===== src/rtl/debounce_sync.sv =====
// -----------------------------------------------------------------------------
// debounce_sync
//
// Turns a raw, asynchronous, possibly bouncing input (switch or button) into a
// clean level synchronous to clk, with one-cycle pulses on each accepted edge
// and a free-running count of accepted rising edges.
//
// Processing chain:
//   d_in -> SYNC_STAGES-flop synchronizer -> s_out -> 4-state debounce FSM
//
// The FSM accepts a new level only after STABLE_CYCLES consecutive identical
// synchronized samples. Any disagreeing sample while a change is pending
// throws the pending change away.
//
// Parameters:
//   SYNC_STAGES    synchronizer depth on d_in (>= 2)
//   STABLE_CYCLES  identical samples needed before d_out changes (>= 2)
//   CNT_W          width of the rising-edge counter
//
// Ports:
//   clk       system clock, all logic on its rising edge
//   rst_n     synchronous active-low reset
//   d_in      raw asynchronous input
//   d_out     debounced, synchronized level
//   rise      one-cycle pulse on the cycle d_out goes 0->1
//   fall      one-cycle pulse on the cycle d_out goes 1->0
//   state     FSM state: 0 STABLE_LO, 1 PEND_HI, 2 STABLE_HI, 3 PEND_LO
//   edge_cnt  number of accepted rising edges, wraps silently
//
// Every output comes straight from a flop; d_in reaches nothing except the
// first synchronizer stage.
// -----------------------------------------------------------------------------
module debounce_sync #(
   parameter int SYNC_STAGES   = 2,
   parameter int STABLE_CYCLES = 4,
   parameter int CNT_W         = 8
) (
   input  logic             clk,
   input  logic             rst_n,
   input  logic             d_in,
   output logic             d_out,
   output logic             rise,
   output logic             fall,
   output logic [1:0]       state,
   output logic [CNT_W-1:0] edge_cnt
);

   // Wide enough to hold STABLE_CYCLES itself.
   localparam int CW = $clog2(STABLE_CYCLES + 1);

   // Counter value at which the final confirming sample completes a change:
   // the pending state is entered with cnt = 1 on the first new-level sample,
   // so the STABLE_CYCLES-th sample arrives while cnt = STABLE_CYCLES-1.
   localparam logic [CW-1:0] CNT_ONE  = CW'(1);
   localparam logic [CW-1:0] CNT_LAST = CW'(STABLE_CYCLES - 1);

   typedef enum logic [1:0] {
      STABLE_LO = 2'd0,
      PEND_HI   = 2'd1,
      STABLE_HI = 2'd2,
      PEND_LO   = 2'd3
   } state_t;

   // --------------------------------------------------------------------------
   // Synchronizer
   // --------------------------------------------------------------------------
   logic [SYNC_STAGES-1:0] sync_q;
   logic                   s_out;

   // NOTE: sequential state is written with non-blocking assignments so every
   // flop samples the values from before the edge, regardless of block order.
   // The reset is tested inside the clocked block, so it only acts on an edge.
   always_ff @(posedge clk) begin
      if (!rst_n) begin
         sync_q <= '0;
      end else begin
         sync_q <= {sync_q[SYNC_STAGES-2:0], d_in};
      end
   end

   assign s_out = sync_q[SYNC_STAGES-1];

   // --------------------------------------------------------------------------
   // Debounce FSM: state and registered outputs
   // --------------------------------------------------------------------------
   state_t          state_q;
   state_t          state_d;
   logic [CW-1:0]   cnt;
   logic [CW-1:0]   cnt_d;
   logic            d_out_d;
   logic            rise_d;
   logic            fall_d;
   logic [CNT_W-1:0] edge_cnt_d;

   always_ff @(posedge clk) begin
      if (!rst_n) begin
         state_q  <= STABLE_LO;
         cnt      <= '0;
         d_out    <= 1'b0;
         rise     <= 1'b0;
         fall     <= 1'b0;
         edge_cnt <= '0;
      end else begin
         state_q  <= state_d;
         cnt      <= cnt_d;
         d_out    <= d_out_d;
         rise     <= rise_d;
         fall     <= fall_d;
         edge_cnt <= edge_cnt_d;
      end
   end

   // NOTE: every signal driven here gets a default before the case statement,
   // so no path leaves one unassigned and no latch is inferred. The pulse
   // defaults of 0 are also what makes rise/fall last exactly one cycle.
   always_comb begin
      state_d    = state_q;
      cnt_d      = cnt;
      d_out_d    = d_out;
      rise_d     = 1'b0;
      fall_d     = 1'b0;
      edge_cnt_d = edge_cnt;

      case (state_q)
         STABLE_LO: begin
            if (s_out) begin
               state_d = PEND_HI;
               cnt_d   = CNT_ONE;
            end
         end

         PEND_HI: begin
            if (!s_out) begin
               // Bounce: level did not hold long enough.
               state_d = STABLE_LO;
               cnt_d   = '0;
            end else if (cnt == CNT_LAST) begin
               state_d    = STABLE_HI;
               cnt_d      = '0;
               d_out_d    = 1'b1;
               rise_d     = 1'b1;
               edge_cnt_d = edge_cnt + CNT_W'(1);
            end else begin
               cnt_d = cnt + CNT_ONE;
            end
         end

         STABLE_HI: begin
            if (!s_out) begin
               state_d = PEND_LO;
               cnt_d   = CNT_ONE;
            end
         end

         PEND_LO: begin
            if (s_out) begin
               state_d = STABLE_HI;
               cnt_d   = '0;
            end else if (cnt == CNT_LAST) begin
               state_d = STABLE_LO;
               cnt_d   = '0;
               d_out_d = 1'b0;
               fall_d  = 1'b1;
            end else begin
               cnt_d = cnt + CNT_ONE;
            end
         end

         default: begin
            state_d = STABLE_LO;
            cnt_d   = '0;
         end
      endcase
   end

   assign state = state_q;

endmodule


===== config.mk =====
export PLATFORM = sky130hd
export DESIGN_NAME = debounce_sync
export DESIGN_NICKNAME = d
export VERILOG_FILES = /design/src/rtl/debounce_sync.sv
export SDC_FILE = /design/constraint.sdc
export NUM_CORES = 1
export LEC_CHECK = 0
export ABC_AREA = 1
export CAP_MARGIN = 20
export CORE_AREA = 2 2 62 49
export CTS_BUF_LIST = sky130_fd_sc_hd__clkbuf_16
export DETAILED_ROUTE_END_ITERATION = 6
export DIE_AREA = 0 0 64 51
export PLACE_DENSITY = 0.56
export SYNTH_ARGS = -nofsm -noshare
export SYNTH_HDL_FRONTEND = slang
export SYNTH_SLANG_ARGS = --single-unit

===== constraint.sdc =====
create_clock -name clk -period 1.38 [get_ports clk]
set_input_delay 0.276 -clock clk [delete_from_list [all_inputs] [get_ports clk]]
set_output_delay 0.276 -clock clk [all_outputs]
set_load 0.01 [all_outputs]

======== Yosys cells after proc, flatten, opt, wreduce, memory -nomap -nowiden ========
Cells that the tools add are included.
word-level totals
  register bits ........................... 18
  bits of input ports ..................... 3
  output and inout port bits .............. 13
  word-level logic and storage cells ...... 50
cells by class
  $add $sub $neg .......................... 2
  eq/ne operators ......................... 12
  multiplexer cells ....................... 19
  bitwise operators ....................... 2
  reduce and logical (&&, ||, !) cells .... 8
operators by type and width
  kind                                                                    count
  3-bit 2-to-1 mux                                                        5
  2-bit 2-to-1 mux                                                        6
  2-bit != test (second input constant)                                   6
  3-bit one-hot mux with 4 select lines                                   1
  8-bit by 1-bit adder with 8-bit output (second input constant)          1
  2-bit one-hot mux with 4 select lines                                   1
  3-bit != test (second input constant)                                   2
  3-bit AND reduction                                                     2
  1-bit 2-to-1 mux                                                        5
  5-bit AND reduction                                                     1
  2-bit equality test (second input constant)                             2
  4-bit AND reduction                                                     1
  3-bit by 1-bit adder with 3-bit output (second input constant)          1
  3-bit by 2-bit equality test with 1-bit output (second input constant)  1
  3-bit OR reduction                                                      1
  2-bit by 1-bit equality test with 1-bit output (second input constant)  1
  2-bit logical NOT                                                       1
  1-bit NOT                                                               2
  1-bit one-hot mux with 2 select lines                                   1
  2-bit AND reduction                                                     1
  2-bit nonzero test                                                      1

======== Longest topological paths before layout ========
  word-level depth ........................ 4
  mapped depth ............................ 7
  gate-level depth less buffers ........... 7

======== Worst setup path before layout ========
OpenSTA, ideal clock, no wires.
  path type ............................... reg2reg
  from .................................... register cnt[0]
  to ...................................... register edge_cnt[5]
  setup time .............................. 0.112 ns
  data arrival time ....................... 1.087 ns
  required time ........................... 1.268 ns
  setup slack ............................. 0.181 ns
  stages on the path, launching flop included .. 8
  buffers on the path ..................... 1
  clock period less this slack ............ 1.199 ns
  cell sequence ........................... dfxtp_1 -> ha_1 -> nand3_2 -> nor2_4 -> buf_6 -> nand2_2 -> o21ai_2 -> nor2_1
on the way
  word-level cells in the longest chain between the ends .. 2
RTL lines
  item                                            line  text
  from (decl)                                     88    logic [CW-1:0] cnt;
  from (signal assigned)                          105   cnt <= cnt_d;
  3-bit by 2-bit equality test with 1-bit output  137   end else if (cnt == CNT_LAST) begin
  3-bit AND reduction (no line)                   n/a
  to (signal assigned)                            109   edge_cnt <= edge_cnt_d;
  to (decl)                                       45    output logic [CNT_W-1:0] edge_cnt
No other way between the ends.
A chain may end at the register's enable or synchronous reset.

======== Final worst setup path ========
  from .................................... register fall
  to ...................................... output port fall
RTL lines
  item                    line  text
  from (decl)             43    output logic fall,
  from (signal assigned)  108   fall <= fall_d;
No word-level cell between the ends.

==> flow_summary.yaml <==
run_status:
  status: "complete, no violations"
setup_path:
  cp_num_buf_inv: 1
  path_class: "reg2out"
  slowest_stage: "clkdlybuf4s50_1"
  crit_fanout: 1
  cp_cell_sequence: "clkdlybuf4s50_1"
  cp-end-kind: "output port"
  cp_top_family: "buffers and inverters"
  start_kind: "flop"
  cpPeakStageDelay_ns: 0.52
  crit_required_ns: 1.10
  arrival_ns: 1.07
die:
  pin_count: 16
  std_cell_rows: 17
  dieArea_sq_mm: 0.00326
  core_area_sq_mm: 0.00274
  die_h_um: 51
  die_w_um: 64
  start_util_pct: 28.1
clocking:
  htreeDepth: 1
  clockBufferDepth: 2
  cts.sinks: 18
  post_cts_buffers: 0
  cts_root_buf: "clkbuf_16"
  cts_tree: "done"
  cts_buffers: 3
  worstSkewPairLatency_ns: 0.25
  clkTransAtPathRegs_ns: 0.05
power:
  power_density_mw_per_mm2: 1060
  leakage_nw: 0.511
  irDropWorstVdd_mv: 0.420
  p_total_mw: 1.14
timing:
  rsz0062_at_grt: "yes"
  final_max_slew_viol_count: 0
  hold_ws_ns: 0.414
  skew_ns: 0.00157
  relSlewSlack_pct: 83.9
  max_clock_freq_ghz: 0.742
  setup_slack_ns: 0.0319
  finalSetupViolations: 0
  hold_viol_final: 0
  timing.final.crit_share_pct: 97.7
  min_period_ns: 1.35
  tightest_slew_ns: 0.241
logic_synthesis:
  synth.avg_cell_area_sq_um: 7.57
  ys_types: 23
  synth_cells: 102
  ys_seq_elements: 18
  synthesis.nets: 107
  ys_seq_area_share_pct: 46.7
  syn_area_sq_um: 772
  synth_warnings: 0
drt:
  drt_iter0_drc: 28
  wire_per_inst_um: 10.0
  drt-pass1-iter-count: 4
  vias: 683
  drt-vias-per-instance: 4.22
  finalWirelength_um: 1620
  drcViolationCount: 0
  postRouteAntennaNets: 0
layout:
  fin_nets: 130
  final_core_util_pct: 39.1
  drive_above_1_share_pct: 13.7
  antenna_cells: 0
  area.growth.synth_to_final_pct: 38.9
global_route:
  grt_use_total_pct: 10.9
  grt-ovfl-total: 0
  antenna_found_initial: 0
  grt_max_degree: 11
  grt_pass1_wl_um: 2720
  first_global_vias: 635
run:
  drv_cap: 0
place:
  gp_congestion: 0.794
  io_buffers: 15
  post-dp-hpwl_um: 1180
  pre_cts_ws_ns: 0.0206
hold_path:
  min_path_type: "reg2reg"
[final timing paths]
| path | from | to | slack, ns | depth (start not counted) |
|---|---|---|---|---|
| max reg2reg | cnt[0] | edge_cnt[2] | 0.07 | 6 |
| min reg2reg | sync_q[0] | sync_q[1] | 0.41 | 2 |
| max | fall | fall | 0.03 | 1 |
| min | sync_q[0] | sync_q[1] | 0.41 | 2 |
[state kept, by name, summed over array words and instances, names as in the netlist, named ones only]
name      count
state         1
d_out         1
rise          1
cnt           3
edge_cnt      8
sync_q        2
fall          1
[cells by family (layout without fill, tap and decap cells)]
| logic type | after synthesis | after routing | synth area share [%] |
|---|---|---|---|
| AO/OA/AOI/OAI | 14 | 14 | 10.5 |
| adder cells (fa/ha/maj) | 2 | 2 | 3.24 |
| flip-flops | 18 | 18 | 46.7 |
| AND/OR/NAND/NOR | 50 | 51 | 29.0 |
| XOR/XNOR | 1 | 1 | 1.13 |
| buffers and inverters | 17 | 38 | 9.40 |
[per-layer routing]
metal | up-vias | wire length, um | track usage, %
li1 | 369 | - | -
met1 | 301 | 780 | 13.5
met2 | 11 | 742 | 16.5
met3 | 2 | 64 | 3.52
met4 | 0 | 33 | 6.52
met5 | - | 0 | 0
[area by class of cell]
type	count	area (sq um)
flip-flops and latches	18	362
multi-input cells	68	355
inverters	15	56.3
fillers	286	1670
repair buffers	19	173
clock buffers	3	75.1
clock inverters	1	3.75
well taps	38	47.5
[through the flow]
step / cell area (sq um) / instances / TNS (ns)
after floorplan: 772 / 102 / 0
after detailed placement: 983 / 157 / 0
after global routing: 1070 / 162 / -0.0757
after CTS: 1050 / 161 / 0
after global placement: 983 / 157 / 0
final: 1070 / 162 / 0
[synthesized netlist by cell type]
master	number	area [sq um]
nand3_2	1	10.0
a211oi_1	1	7.51
a21oi_1	7	35.0
nor2_2	1	6.26
inv_1	15	56.3
nand4_1	1	6.26
buf_6	1	11.3
o22ai_1	1	6.26
a21oi_2	1	8.76
o21ai_0	2	10.0
o21ai_1	1	5.00
o21ai_2	1	8.76
nor3_2	1	10.0
nor2_4	1	11.3
xnor2_1	1	8.76
ha_1	2	25.0
nor3_1	1	5.00
nor2_1	14	52.6
dfxtp_1	18	360
nand3_1	6	30.0
nand2_2	1	6.26
nand2_1	23	86.3
buf_2	1	5.00
[where the power goes]
group          leakage [nW]  internal (mW)  switching [mW]
clock                0.0385          0.385           0.191
combinational         0.327         0.0155          0.0207
sequential            0.146          0.526         0.00358
total                 0.511          0.926           0.216
[what timing repair did]
item	4_1_cts	5_1_grt
pin swaps	0	1
gates cloned	0	1
setup endpoints to repair	10	9
resized for setup	11	4
hold buffers	0	0
[cells in the final DEF, fill, tap and decap left out, drive strengths merged]
cell type      instances
nand2                 24
nor3                   2
dlymetal6s2s           2
ha                     2
buf                    4
a21oi                  8
o21ai                  4
dfxtp                 18
clkdlybuf4s50          3
nor2                  17
clkinv                 1
inv                   15
o22ai                  1
nand3                  7
dlygate4sd2           10
clkbuf                 3
xnor2                  1
nand4                  1
a211oi                 1
No activity file was read; power rests on OpenSTA's default activity.
